===== src/rtl/reg_file_ctrl_pkg.sv =====
// Shared types and default widths for the register-file bus master.
// Build option: REG_FILE_CTRL_VERIFY_EN enables write readback checking in reg_file_ctrl.
package reg_file_ctrl_pkg;

  localparam int DATA_W_DEF     = 9;
  localparam int ADDR_W_DEF     = 3;
  localparam int FIFO_DEPTH_DEF = 4;

  typedef enum logic [2:0] {
    IDLE     = 3'd0,
    WRITE    = 3'd1,
    RD_ISSUE = 3'd2,
    RD_WAIT  = 3'd3,
    RESP     = 3'd4
  } state_t;

  typedef struct packed {
    logic                  wr;
    logic [ADDR_W_DEF-1:0] addr;
    logic [DATA_W_DEF-1:0] data;
  } cmd_t;

  localparam int CMD_W = $bits(cmd_t);

endpackage


===== src/rtl/reg_file_ctrl_cmd_fifo.sv =====
// Command FIFO for reg_file_ctrl: DEPTH entries of cmd_t, show-ahead head.
// Pointers carry one extra wrap bit so full and empty need no separate counter.
module reg_file_ctrl_cmd_fifo
  import reg_file_ctrl_pkg::*;
#(
  parameter int DEPTH = FIFO_DEPTH_DEF
) (
  input  logic             CLK,
  input  logic             RST,
  input  logic             push,
  input  logic [CMD_W-1:0] push_data,
  input  logic             pop,
  output logic [CMD_W-1:0] pop_data,
  output logic             full,
  output logic             empty
);

  localparam int AW = $clog2(DEPTH);

  logic [CMD_W-1:0] mem [DEPTH];
  logic [AW:0]      wr_ptr;
  logic [AW:0]      rd_ptr;
  logic             do_push;
  logic             do_pop;

  assign empty    = (wr_ptr == rd_ptr);
  assign full     = (wr_ptr[AW] != rd_ptr[AW]) && (wr_ptr[AW-1:0] == rd_ptr[AW-1:0]);
  // A full FIFO refuses a push even when the same edge pops.
  assign do_push  = push && !full;
  assign do_pop   = pop && !empty;
  assign pop_data = mem[rd_ptr[AW-1:0]];

  always_ff @(posedge CLK or posedge RST) begin
    if (RST) begin
      wr_ptr <= '0;
      rd_ptr <= '0;
    end else begin
      if (do_push) wr_ptr <= wr_ptr + 1'b1;
      if (do_pop)  rd_ptr <= rd_ptr + 1'b1;
    end
  end

  always_ff @(posedge CLK) begin
    if (do_push) mem[wr_ptr[AW-1:0]] <= push_data;
  end

endmodule


===== src/rtl/reg_file_ctrl.sv =====
// Bus master for the 8-entry register file: queues commands and sequences WEN/OEN cycles.
// Build option: REG_FILE_CTRL_VERIFY_EN adds a readback after each write and the VERIFY_ERR port.
//
//  state    | meaning
//  IDLE     | pop the next queued command when one is present
//  WRITE    | RF_WEN high for one cycle, write commits at the exit edge
//  RD_ISSUE | RF_OEN high for one cycle, file latches RF_DOUT at the exit edge
//  RD_WAIT  | capture RF_DOUT into the response (or the readback compare)
//  RESP     | hold RSP_VALID until the consumer takes it
module reg_file_ctrl
  import reg_file_ctrl_pkg::*;
#(
  parameter int DATA_W     = DATA_W_DEF,
  parameter int ADDR_W     = ADDR_W_DEF,
  parameter int FIFO_DEPTH = FIFO_DEPTH_DEF
) (
  input  logic              CLK,
  input  logic              RST,
  input  logic              CMD_VALID,
  output logic              CMD_READY,
  input  logic              CMD_WR,
  input  logic [ADDR_W-1:0] CMD_ADDR,
  input  logic [DATA_W-1:0] CMD_DATA,
  output logic              RSP_VALID,
  input  logic              RSP_READY,
  output logic [ADDR_W-1:0] RSP_ADDR,
  output logic [DATA_W-1:0] RSP_DATA,
  output logic              RF_WEN,
  output logic              RF_OEN,
  output logic [ADDR_W-1:0] RF_ADDR,
  output logic [DATA_W-1:0] RF_DIN,
  input  logic [DATA_W-1:0] RF_DOUT,
  output logic              BUSY
`ifdef REG_FILE_CTRL_VERIFY_EN
  ,
  output logic              VERIFY_ERR
`endif
);

  state_t state;
  cmd_t   push_cmd;
  cmd_t   head;
  logic   fifo_full;
  logic   fifo_empty;
  logic   fifo_pop;

`ifdef REG_FILE_CTRL_VERIFY_EN
  logic   vfy_pend;
`endif

  assign push_cmd.wr   = CMD_WR;
  assign push_cmd.addr = CMD_ADDR;
  assign push_cmd.data = CMD_DATA;

  assign CMD_READY = !fifo_full;
  assign fifo_pop  = (state == IDLE) && !fifo_empty;
  assign BUSY      = !fifo_empty || (state != IDLE);

  reg_file_ctrl_cmd_fifo #(
    .DEPTH (FIFO_DEPTH)
  ) u_cmd_fifo (
    .CLK       (CLK),
    .RST       (RST),
    .push      (CMD_VALID),
    .push_data (push_cmd),
    .pop       (fifo_pop),
    .pop_data  (head),
    .full      (fifo_full),
    .empty     (fifo_empty)
  );

  always_ff @(posedge CLK or posedge RST) begin
    if (RST) begin
      state     <= IDLE;
      RF_WEN    <= 1'b0;
      RF_OEN    <= 1'b0;
      RF_ADDR   <= '0;
      RF_DIN    <= '0;
      RSP_VALID <= 1'b0;
      RSP_ADDR  <= '0;
      RSP_DATA  <= '0;
`ifdef REG_FILE_CTRL_VERIFY_EN
      vfy_pend   <= 1'b0;
      VERIFY_ERR <= 1'b0;
`endif
    end else begin
      case (state)
        IDLE: begin
          if (!fifo_empty) begin
            RF_ADDR <= head.addr;
            if (head.wr) begin
              RF_WEN <= 1'b1;
              RF_DIN <= head.data;
              state  <= WRITE;
            end else begin
              RF_OEN <= 1'b1;
              state  <= RD_ISSUE;
            end
          end
        end
        WRITE: begin
          RF_WEN <= 1'b0;
`ifdef REG_FILE_CTRL_VERIFY_EN
          // RF_DIN and RF_ADDR are left untouched so the readback can compare against them.
          RF_OEN   <= 1'b1;
          vfy_pend <= 1'b1;
          state    <= RD_ISSUE;
`else
          state  <= IDLE;
`endif
        end
        RD_ISSUE: begin
          RF_OEN <= 1'b0;
          state  <= RD_WAIT;
        end
        RD_WAIT: begin
`ifdef REG_FILE_CTRL_VERIFY_EN
          if (vfy_pend) begin
            vfy_pend <= 1'b0;
            if (RF_DOUT != RF_DIN) VERIFY_ERR <= 1'b1;
            state <= IDLE;
          end else begin
            RSP_DATA  <= RF_DOUT;
            RSP_ADDR  <= RF_ADDR;
            RSP_VALID <= 1'b1;
            state     <= RESP;
          end
`else
          RSP_DATA  <= RF_DOUT;
          RSP_ADDR  <= RF_ADDR;
          RSP_VALID <= 1'b1;
          state     <= RESP;
`endif
        end
        RESP: begin
          if (RSP_READY) begin
            RSP_VALID <= 1'b0;
            state     <= IDLE;
          end
        end
        default: state <= IDLE;
      endcase
    end
  end

endmodule


===== config.mk =====
export PLATFORM = sky130hd
export DESIGN_NAME = reg_file_ctrl
export DESIGN_NICKNAME = d
export VERILOG_FILES = /design/src/rtl/reg_file_ctrl_pkg.sv /design/src/rtl/reg_file_ctrl_cmd_fifo.sv /design/src/rtl/reg_file_ctrl.sv
export SDC_FILE = /design/constraint.sdc
export NUM_CORES = 1
export LEC_CHECK = 0
export ABC_AREA = 0
export BUFFER_PORTS_ARGS = -buffer_cell sky130_fd_sc_hd__buf_2
export CELL_PAD_IN_SITES_DETAIL_PLACEMENT = 0
export CELL_PAD_IN_SITES_GLOBAL_PLACEMENT = 2
export CORE_MARGIN = 2
export CORE_UTILIZATION = 39
export DETAILED_ROUTE_END_ITERATION = 10
export HOLD_SLACK_MARGIN = 0.03
export PLACE_DENSITY = 0.75
export SYNTH_ARGS = -nofsm -noshare
export SYNTH_HDL_FRONTEND = slang
export SYNTH_HIERARCHICAL = 1
export SYNTH_SLANG_ARGS = --single-unit
export TNS_END_PERCENT = 20

===== constraint.sdc =====
create_clock -name CLK -period 5.9 [get_ports CLK]
set_input_delay 0.885 -clock CLK [delete_from_list [all_inputs] [get_ports CLK]]
set_output_delay 0.885 -clock CLK [all_outputs]
set_load 0.03 [all_outputs]

# After elaboration in Yosys (flattened, before gate mapping)

Memory sizes are Yosys's and may differ from the RTL's.
Index checks and enable logic that the tools add are counted.

Flip-flop bits (word level): 36
Bits in writable memories: 52
Input port bits: 26
Output and inout bits: 29
Logic and storage cells: 57
Memories: 1

$add $sub $neg: 2
Eq/ne operators: 11
Multiplexer cells: 14
Bitwise gates (word level): 1
Reductions and logical operators: 18

Memories:

| name           | depth | bits a word | read ports | clocked after Yosys merged registers in | wr ports | line                         | text |
|---|---|---|---|---|---|---|---|
| u_cmd_fifo.mem | 4     | 13          | 1          | 0                                       | 1        | reg_file_ctrl_cmd_fifo.sv:20 | `logic [CMD_W-1:0] mem [DEPTH];` |

Operator list:

| operator                                                        | count |
|---|---|
| 3-bit case mux with 4 select lines                              | 1 |
| 3-bit AND reduction                                             | 3 |
| 2-bit != test, second input constant                            | 4 |
| 1-bit two-way mux                                               | 7 |
| 3-bit by 1-bit adder with 3-bit output, second input constant   | 2 |
| 3-bit by 2-bit == test with 1-bit output, second input constant | 2 |
| 3-bit two-way mux                                               | 2 |
| 1-bit case mux with 2 select lines                              | 3 |
| 2-bit AND reduction                                             | 3 |
| 2-bit nonzero test                                              | 3 |
| 1-bit logical AND                                               | 4 |
| 3-bit by 1-bit == test with 1-bit output, second input constant | 1 |
| 3-bit == test                                                   | 1 |
| 3-bit == test, second input constant                            | 1 |
| 3-bit logical NOT                                               | 1 |
| 3-bit nonzero test                                              | 1 |
| 2-bit == test                                                   | 1 |
| 1-bit logical NOT                                               | 2 |
| 2-bit two-way mux                                               | 1 |
| 1-bit logical OR                                                | 1 |
| 1-bit != test                                                   | 1 |
| 1-bit inverter                                                  | 1 |

# Depth between registers and ports, before layout

Gate-level depths: netlist (run 1).

Depth in word-level cells: 6
Mapped depth: 7
Depth with buffers taken out: 6

# Cells and area by module

Netlist (run 1), hierarchy kept.

By module, submodules not included:

| module                 | instances | cells an instance | area each (um2) | sequential area each (um2) |
|---|---|---|---|---|
| reg_file_ctrl_cmd_fifo | 1         | 118               | 2389.8          | 1711.6 |
| reg_file_ctrl          | 1         | 80                | 1174.9          | 750.7 |

# Least setup slack after synthesis (run 1)

Ideal clock, no wire load.

Path type: flip-flop to output port
From: register u_cmd_fifo.rd_ptr[0]
To: output port BUSY
Arrival time: 1.558 ns
Data required time: 5.015 ns
Setup slack: 3.457 ns
Stages on the path, launching flop included: 5
Path buffers: 1
Path through: dfrtp_1 > buf_6 > xor2_2 > nor3_1 > nand3_1

Longest elaborated chain between the ends: 3

Ends and longest elaborated chain:

| item                   | line                         | text |
|---|---|---|
| start, declared        | reg_file_ctrl_cmd_fifo.sv:22 | `logic [AW:0] rd_ptr;` |
| start signal, assigned | reg_file_ctrl_cmd_fifo.sv:39 | `if (do_pop) rd_ptr <= rd_ptr + 1'b1;` |
| 3-bit == test          | reg_file_ctrl_cmd_fifo.sv:26 | `assign empty = (wr_ptr == rd_ptr);` |
| net fifo_empty         | reg_file_ctrl.sv:44          | `logic fifo_empty;` |
| 1-bit logical NOT      | reg_file_ctrl.sv:57          | `assign BUSY = !fifo_empty \|\| (state != IDLE);` |
| 1-bit logical OR       | reg_file_ctrl.sv:57          |  |
| end, declared          | reg_file_ctrl.sv:33          | `output logic BUSY` |

The timed path passes the listed nets, and every way through them passes these cells.

# Worst setup path after layout (run 1)

From: register u_cmd_fifo.rd_ptr[1]
To: output port BUSY

Same word-level chain as after synthesis.

==> metrics, run 1 <==
Critical path buffers and inverters=1; Global Route Usage Sum=13.35%; Setup Skew=0.008141 ns; Area growth syn-to-layout=15.94%; die area=9921 sq um; Max Fclk=303.3 MHz; Port Buf Inserts=54; max-slew violations=0; drc violations=0; Die H=99.61 um; cell internal pwr=1.480 mW; met1 GRT Util=18.22%; Main synth FF type=edfxtp_1; top area cells in the synthesized netlist=edfxtp_1, dfrtp_1, mux4_2, mux2_2, ha_1; worst vdd ir=244.5 uV; final setup fails=0; critical path capture point type=output pin; Final Critical Period=3.297 ns; total core area=8806 sq um; post-CTS sizing=0; Final Net Count=290; post-synth top area share=43.80%; grt ovf=0; share of layout cells above drive strength 1=44.70%; CTS tree=done; Root Buffer=clkbuf_8; NetSw=0.9275 mW; Finished Layout Cells=372; top-count cell post-synth=edfxtp_1; Ports=55; WL per Instance=16.35 um; hold buffers post-CTS=0; busiest grt layer=met2; clock sinks=88; Diodes inserted=0; Setup crit start kind=register; RSZ-0062 raised after global routing=false; post-route ant nets=0; Leakage=1.624 nW; RePlAce Congestion=0.7276; CP peak stage delay=0.90 ns; Mapped Area=3565 sq um; H-tree Lvls=3; DR pass1 iterations=4; cell area after layout=4133 sq um; Post-synth EDFFs=52; Clock Tree Buf Depth=2; Fin. Hold Viols=0; first-pass GRT wire length=9908 um; Reg power frac=41.5%; DRT iter0 DRCs=85; worst hold path type=primary input to asynchronous set/reset pin; worst path cell trace=xor2_1 > nor3_1 > nand3_1 > buf_2; Initial Utilization=40.48%; Total Wirelength=6081 um; CP required=5.02 ns; Ys Warns=6; fraction of registers with async set/reset=40.91%; Synth cell types=33; reg-to-reg endpoint=RF_DIN[6]$_DFFE_PP0P_; Power Density=582.5 nW/um^2; met3 Track Usage GR=4.427%; max cap viols=0; final period utilization=55.88%; Seq/Total Area, Yosys=69.08%; FP Rows=34; Clk Latency, worst-skew pair=0.34 ns; R2R setup slack=3.28 ns; placed cells=356; Reg2Reg Depth=5; switch share=38.53%; Vias=1830; sum of negative setup slack=0 ns; largest net degree at the start of global routing=25; Worst Tran Pin Value=1.132 ns; vias in the first global route=1878; outcome=finished, final reports clean; Pwr Total=2.407 mW; FF-to-FF Start=u_cmd_fifo/rd_ptr[1]$_DFFE_PP0P_; Vias/cell=4.919; met2 Usage GRT=20.79%; Syn Area/Cell=18.00 sq um; Worst Path Max Fanout=19; initial antenna violation count=0; Clk pwr share=16.7%; CTS Buf Count=9; Yosys top cell by area=edfxtp_1; Die Wd=99.61 um; Critical-path top delay cell=dfrtp_1; Post-synth top cells=edfxtp_1, dfrtp_1, mux2_2, mux4_2, a21oi_1; Slew headroom=24.31%; CP top delay family=flip-flops; Combinational Power Share=41.8%; WS Path Type=register to output pin; DP HPWL=4054 um; Placed Area=3938 sq um; total setup buffers inserted after CTS=0; cells after synthesis=198; FF+latch count, synth=88; Syn Nets=229; clock transition at the registers of the reported paths=0.08 ns; CP arrival=2.41 ns
sequential cells by signal, indices dropped and copies added (netlist names):
name / cells
RSP_ADDR: 3
state: 3
u_cmd_fifo/rd_ptr: 3
RF_OEN: 1
RSP_DATA: 9
RF_WEN: 1
u_cmd_fifo/wr_ptr: 3
RF_ADDR: 3
u_cmd_fifo/mem: 52
RF_DIN: 9
RSP_VALID: 1
metrics by stage:
step / utilization [%] / setup slack [ns] / hold slack (ns)
after global routing: 46.93 / 2.427 / 0.4596
after floorplan: - / 3.457 / 0.5238
after global placement: 44.71 / 3.014 / 0.4820
final: 46.93 / 2.603 / 0.4566
after detailed placement: 44.71 / 2.972 / 0.4895
after CTS: 46.93 / 2.580 / 0.4423
placed cells by master (no fill, tap or decap), types with 5 or more instances in the layout:
| master | n |
|---|---|
| a21oi_1 | 10 |
| buf_2 | 54 |
| clkbuf_8 | 9 |
| dfrtp_1 | 36 |
| edfxtp_1 | 52 |
| ha_1 | 5 |
| inv_1 | 9 |
| mux2_2 | 24 |
| mux4_2 | 13 |
| nor2_1 | 5 |
power by group through the flow:
| stage | Sequential, mW | Clock, mW | Combinational (mW) |
|---|---|---|---|
| after global placement | 1.01 | 0 | 1.01 |
| final | 0.998 | 0.402 | 1.01 |
| after detailed placement | 1.02 | 0 | 1.03 |
| after CTS | 1.00 | 0.419 | 1.03 |
| after floorplan | 1.16 | 0 | 0.636 |
| after global routing | 1.03 | 0.444 | 1.10 |
final cells by class:
| type | instances | area [sq um] |
|---|---|---|
| clock inverters | 7 | 71.32 |
| multi-input cells | 95 | 1021 |
| inverters | 9 | 33.78 |
| well taps | 108 | 135.1 |
| clock buffers | 9 | 123.9 |
| fillers | 775 | 4673 |
| repair buffers | 56 | 285.3 |
| flip-flops and latches | 88 | 2462 |
cell families (layout without fill, tap and decap cells):
| logic type | after synthesis | in the layout | synth area share (%) |
|---|---|---|---|
| DFF | 88 | 88 | 69.08 |
| muxes | 37 | 37 | 15.80 |
| and+or+nand+nor | 24 | 24 | 4.318 |
| AOI/OAI and AO/OA | 20 | 20 | 3.931 |
| buffers and inverters | 15 | 81 | 2.281 |
| xor gates and xnor gates | 9 | 9 | 2.843 |
| adders and majority gates | 5 | 5 | 1.755 |
worst max path at each step:
stage | start | endpoint | cells after the start
after global placement | u_cmd_fifo/rd_ptr[1]$_DFFE_PP0P_ | BUSY | 4
final | u_cmd_fifo/rd_ptr[1]$_DFFE_PP0P_ | BUSY | 4
after floorplan | u_cmd_fifo/rd_ptr[0]$_DFFE_PP0P_ | BUSY | 4
after CTS | u_cmd_fifo/rd_ptr[1]$_DFFE_PP0P_ | BUSY | 4
after global routing | u_cmd_fifo/rd_ptr[1]$_DFFE_PP0P_ | BUSY | 4
after detailed placement | u_cmd_fifo/rd_ptr[1]$_DFFE_PP0P_ | BUSY | 4
routing by layer:
layer	wire length [um]	vias up
met5	0	-
li1	-	871
met3	246	4
met2	2909	46
met1	2881	909
met4	44	0
(Power assumes the default switching activity.)
==> run 2, diff against run 1 <==
clock period = 3.12 ns   (was 5.9 ns; I/O delays follow)
==> run 2 against run 1 <==
  * Non-clock buffer count increased by 2
  * Sequential cell count unchanged
  * Utilization increased by 0.26 points
  * Total power increased by 92%
  * Global-route usage increased by 0.83 points
  * First-iteration DRC count increased by 2.4%
  * Clock power increased by 97%
  * Hold slack got worse by 0.42 ns
  * Combinational power increased by 94%
  * Largest power group unchanged
==> metrics, run 2 (synthesized netlist as in run 1, its figures left out) <==
outcome=finished, final reports clean (unchanged); DP HPWL=4185 um (was 4054 um); Vias=1886 (was 1830); Reg power frac=40.3% (was 41.5%); Combinational Power Share=42.5% (was 41.8%); commonest cells after routing, fill and taps aside=buf_2, edfxtp_1, dfrtp_1 (unchanged); Reg2Reg Depth=5 (unchanged); cell internal pwr=2.813 mW (was 1.480 mW); drc violations=0 (unchanged); R2R setup slack=0.89 ns (was 3.28 ns); post-route ant nets=0 (unchanged); largest net degree at the start of global routing=25 (unchanged); RSZ-0062 raised after global routing=false (unchanged); CP peak stage delay=0.56 ns (was 0.90 ns); Diodes inserted=0 (unchanged); Initial Utilization=40.48% (unchanged); DRT iter0 DRCs=87 (was 85); die area=9921 sq um (unchanged); Setup crit start kind=register (unchanged); final setup fails=0 (unchanged); FP Rows=34 (unchanged); Port Buf Inserts=54 (unchanged); Clk pwr share=17.2% (was 16.7%); Critical-path top delay cell=nor3_1 (was dfrtp_1); Clock Tree Buf Depth=2 (unchanged); final period utilization=79.26%; Slew headroom=35.74% (was 24.31%); Power Density=1111 nW/um^2 (was 582.5 nW/um^2); hold buffers post-CTS=0 (unchanged); switch share=39.05% (was 38.53%); fillers=781 (was 775); CTS Buf Count=9 (unchanged); reg-to-reg endpoint=RF_DIN[8]$_DFFE_PP0P_ (was RF_DIN[6]$_DFFE_PP0P_); clock transition at the registers of the reported paths=0.09 ns (was 0.08 ns); Worst Path Max Fanout=6 (was 19); Finished Layout Cells=374 (was 372); RePlAce Congestion=0.7911 (was 0.7276); CP required=2.65 ns (was 5.02 ns); worst vdd ir=416.1 uV (was 244.5 uV); post-CTS sizing=0 (unchanged); Total Wirelength=6457 um (was 6081 um); Ports=55 (unchanged); Clk Latency, worst-skew pair=0.35 ns (was 0.34 ns); worst hold path type=primary input to asynchronous set/reset pin (unchanged); final core utilization=47.19% (was 46.93%); Die H=99.61 um (unchanged); clock sinks=88 (unchanged); placed cells=358 (was 356); most common cell after layout, fill and taps aside=buf_2 (unchanged); total core area=8806 sq um (unchanged); Global Route Usage Sum=14.18% (was 13.35%); WS Path Type=register to output pin (unchanged); Final Critical Period=2.473 ns; CP arrival=2.01 ns (was 2.41 ns); share of layout cells above drive strength 1=45.49% (was 44.70%); cell area after layout=4155 sq um (was 4133 sq um); Critical path buffers and inverters=1 (unchanged); sum of negative setup slack=0 ns (unchanged); max-slew violations=0 (unchanged); FF-to-FF Start=u_cmd_fifo/rd_ptr[2]$_DFFE_PP0P_ (was u_cmd_fifo/rd_ptr[1]$_DFFE_PP0P_); CTS tree=done (unchanged); Max Fclk=404.4 MHz; Leakage=1.638 nW (was 1.624 nW); Worst Tran Pin Value=0.9628 ns (was 1.132 ns); Setup Skew=0.01175 ns (was 0.008141 ns); CP top delay family=simple AND/OR/NAND/NOR gates (was flip-flops); critical path capture point type=output pin (unchanged); max reg flops=52 (unchanged); total setup buffers inserted after CTS=0 (unchanged); grt ovf=0 (unchanged); Root Buffer=clkbuf_8 (unchanged); Placed Area=3953 sq um (was 3938 sq um); vias in the first global route=2009 (was 1878); Die Wd=99.61 um (unchanged); worst path cell trace=xor2_2 > nor3_1 > nand3_1 > buf_2 (was xor2_1 > nor3_1 > nand3_1 > buf_2); WL per Instance=17.26 um (was 16.35 um); Setup crit start=u_cmd_fifo/wr_ptr[0]$_DFFE_PP0P_ (was u_cmd_fifo/rd_ptr[1]$_DFFE_PP0P_); H-tree Lvls=3 (unchanged); Vias/cell=5.043 (was 4.919); initial antenna violation count=0 (unchanged); NetSw=1.802 mW (was 0.9275 mW); Final Net Count=292 (was 290); Area growth syn-to-layout=16.57% (was 15.94%); DR pass1 iterations=4 (unchanged); max cap viols=0 (unchanged); first-pass GRT wire length=10470 um (was 9908 um); Fin. Hold Viols=0 (unchanged)
[run 2: cell count changes in the layout (fill, tap and decap cells not counted), sizes merged]
cell and delta:
clkinv -1, buf +2, inv +1
[run 2: per-layer routing]
| layer | track usage (%) | vias up | part of all wire [%] |
|---|---|---|---|
| met4 | 4.953 | 0 | 1.7 |
| met3 | 4.357 | 10 | 4.3 |
| li1 | - | 874 | - |
| met1 | 17.63 | 951 | 46 |
| met2 | 23.60 | 51 | 48 |
| met5 | 0 | - | 0 |
[run 2: through the flow]
| stage | setup slack [ns] | hold slack, ns | total power, mW |
|---|---|---|---|
| 3_3_place_gp | 0.9320 | 0.4185 | 3.847 |
| 5_1_grt | 0.5231 | 0.03061 | 4.922 |
| 3_5_place_dp | 0.8666 | 0.4210 | 3.886 |
| 4_1_cts | 0.6326 | 0.03422 | 4.690 |
| 6_report | 0.6470 | 0.03853 | 4.615 |
| 2_1_floorplan | 1.094 | 0.2590 | 3.388 |
[run 2: worst max-delay path by stage]
stage / end / cells past startpoint
detailed placement: RF_DIN[8]$_DFFE_PP0P_ / 5
finish: BUSY / 4
global placement: RF_DIN[8]$_DFFE_PP0P_ / 5
global route: BUSY / 4
CTS: BUSY / 4
floorplan: BUSY / 4
[run 2: layout make-up]
| cell class | instances | area [sq um] | share of cell area [%] |
|---|---|---|---|
| well taps | 108 | 135.1 | 3.252 |
| clock inverters | 7 | 78.83 | 1.897 |
| multi-input cells | 95 | 1021 | 24.57 |
| clock buffers | 9 | 123.9 | 2.981 |
| inverters | 9 | 33.78 | 0.8130 |
| repair buffers | 58 | 300.3 | 7.227 |
| flip-flops and latches | 88 | 2462 | 59.26 |
[run 2: power by group through the flow]
stage                     logic (mW)  clock network [mW]  registers [mW]
after floorplan                 1.20                   0            2.19
after global placement          1.97                   0            1.88
after detailed placement        1.99                   0            1.89
after CTS                       2.00               0.821            1.87
after global routing            2.14               0.867            1.92
final                           1.96               0.793            1.86
==> run 3, diff against run 2 <==
CORE_UTILIZATION = 37   (was 39)
clock period = 2 ns   (was 3.12 ns; I/O delays follow)
==> run 3 against run 2 <==
  * Critical path depth up 1
  * Design area increased by 4.5%
  * Clock skew increased by 0.0016 ns
  * Via count grew 0.21%
  * Total power grew 62%
  * Register-to-register slack worse by 0.79 ns
  * Global-route usage is 1.2 points lower
  * First-iteration DRC count decreased by 31%
  * Clock power rose by 48%
  * Critical path type unchanged
  * Clock-buffer cell count is 2 higher
  * Cell count up 9.1%
==> metrics, run 3 (synthesized netlist as in run 1, its figures left out) <==
post-route ant nets=0 (unchanged); final setup fails=0 (unchanged); Final Net Count=305 (was 292); H-tree Lvls=3 (unchanged); clock transition at the registers of the reported paths=0.09 ns (about the same); CP required=1.70 ns (was 2.65 ns); Root Buffer=clkbuf_8 (unchanged); Area growth syn-to-layout=21.83% (was 16.57%); R2R setup slack=0.10 ns (was 0.89 ns); Vias/cell=4.632 (was 5.043); Critical-path top delay cell=dfrtp_1 (was nor3_1); largest net degree at the start of global routing=22 (was 25); CTS Buf Count=9 (unchanged); Global Route Usage Sum=13.02% (was 14.18%); max-slew violations=0 (unchanged); clock sinks=88 (unchanged); WL per Instance=15.23 um (was 17.26 um); total core area=9284 sq um (was 8806 sq um); final period utilization=96.13%; Initial Utilization=38.40% (was 40.48%); Worst Tran Pin Value=0.5145 ns (was 0.9628 ns); max reg flops=52 (unchanged); Setup Skew=0.01331 ns (was 0.01175 ns); WS Path Type=register to output pin (unchanged); max cap viols=0 (unchanged); Final Critical Period=1.923 ns; RSZ-0062 raised after global routing=true (was false); Leakage=1.710 nW (was 1.638 nW); RePlAce Congestion=0.7639 (was 0.7911); CP arrival=1.62 ns (was 2.01 ns); hold_ws=0.1625 ns (was 0.03853 ns); initial antenna violation count=0 (unchanged); drc violations=0 (unchanged); DR pass1 iterations=4 (unchanged); vias in the first global route=1966 (was 2009); Critical path buffers and inverters=2 (was 1); sum of negative setup slack=0 ns (unchanged); Worst Path Max Fanout=5 (was 6); Vias=1890 (was 1886); first-pass GRT wire length=9846 um (was 10470 um); Ports=55 (unchanged); CP peak stage delay=0.41 ns (was 0.56 ns); Slew headroom=65.62% (was 35.74%); share of layout cells above drive strength 1=48.03% (was 45.49%); critical path capture point type=output pin (unchanged); most common cell after layout, fill and taps aside=buf_2 (unchanged); Diodes inserted=0 (unchanged); CTS tree=done (unchanged); Setup crit start kind=register (unchanged); worst vdd ir=699.0 uV (was 416.1 uV); worst path cell trace=xor2_2 > nor3_4 > buf_6 > nand3_1 > buf_4 (was xor2_2 > nor3_1 > nand3_1 > buf_2); Fin. Hold Viols=0 (unchanged); Die Wd=102.2 um (was 99.61 um); Max Fclk=520.2 MHz; die area=10440 sq um (was 9921 sq um); outcome=finished, final reports clean (unchanged); Total Wirelength=6214 um (was 6457 um); Pwr Total=7.468 mW (was 4.615 mW); total setup buffers inserted after CTS=0 (unchanged); FP Rows=35 (was 34); grt ovf=0 (unchanged); DRT iter0 DRCs=60 (was 87); worst hold path type=primary input to register (was primary input to asynchronous set/reset pin); Clock Tree Buf Depth=2 (unchanged); commonest cells after routing, fill and taps aside=buf_2, edfxtp_1, dfrtp_1 (unchanged); Clk Latency, worst-skew pair=0.35 ns (about the same); CP top delay family=flip-flops (was simple AND/OR/NAND/NOR gates); Power Density=1719 nW/um^2 (was 1111 nW/um^2); Port Buf Inserts=54 (unchanged); DP HPWL=4266 um (was 4185 um); Die H=102.2 um (was 99.61 um)
==> run 3: cell types whose count changed in the layout (fill, tap and decap cells not counted), moves of 2 or more <==
| cell | delta |
|---|---|
| buf_4 | +9 |
| buf_12 | +3 |
| clkbuf_1 | +2 |
| clkinv_4 | -2 |
==> run 3: repair_timing <==
action / 4_1_cts / 5_1_grt
hold buffers: 1 / 0
pin swaps: 1 / 1
resized for setup: 6 / 1
setup endpoints to repair: 1 / 2
hold endpoints to repair: 15 / 0
==> run 3: area by class of cell <==
type | count | area, sq um
clock buffer | 11 | 131.4
clock inverter | 5 | 57.56
fill | 870 | 4941
inverter | 9 | 33.78
multi-input combinational | 95 | 1051
sequential | 88 | 2464
tap | 129 | 161.4
timing repair buffer | 71 | 444.2
==> run 3: per-stage QoR <==
| step | cells | util, % | worst slack [ns] | cell area [sq um] |
|---|---|---|---|---|
| finish | 408 | 46.78 | 0.07750 | 4343 |
| global route | 408 | 46.78 | -0.02976 | 4343 |
| CTS | 408 | 46.70 | 0.0008938 | 4335 |
| floorplan | 198 | - | 0.04612 | 3565 |
| global placement | 391 | 44.23 | 0.1031 | 4106 |
| detailed placement | 391 | 44.23 | 0.05941 | 4106 |
==> run 3: path summary, 6_finish.rpt <==
kind                                                       start                          endpoint  cells after the start
worst max-delay path            u_cmd_fifo/rd_ptr[0]$_DFFE_PP0P_                              BUSY                      5
worst min-delay path                                 CMD_DATA[8]    u_cmd_fifo/mem[1][8]$_DFFE_PP_                      1
worst max register to register  u_cmd_fifo/rd_ptr[1]$_DFFE_PP0P_             RF_DIN[6]$_DFFE_PP0P_                      6
worst min register to register           RSP_ADDR[0]$_DFFE_PP0P_           RSP_ADDR[0]$_DFFE_PP0P_                      1
max in group asynchronous                                    RST            RF_ADDR[2]$_DFFE_PP0P_                      4
min in group asynchronous                                    RST  u_cmd_fifo/wr_ptr[2]$_DFFE_PP0P_                      3
==> run 3: power breakdown <==
part / internal (mW) / switching [mW] / total, mW
sequential: 2.55 / 0.308 / 2.86
clock: 0.578 / 0.587 / 1.17
combinational: 1.52 / 1.92 / 3.44
total: 4.65 / 2.82 / 7.47
==> run 3: per-layer routing <==
metal,global-route usage [%],part of all wire (%),wire (um)
met5,0,0,0
met4,4.513,1.4,85
met3,3.967,4.3,270
met2,21.56,50,3109
met1,16.36,44,2747
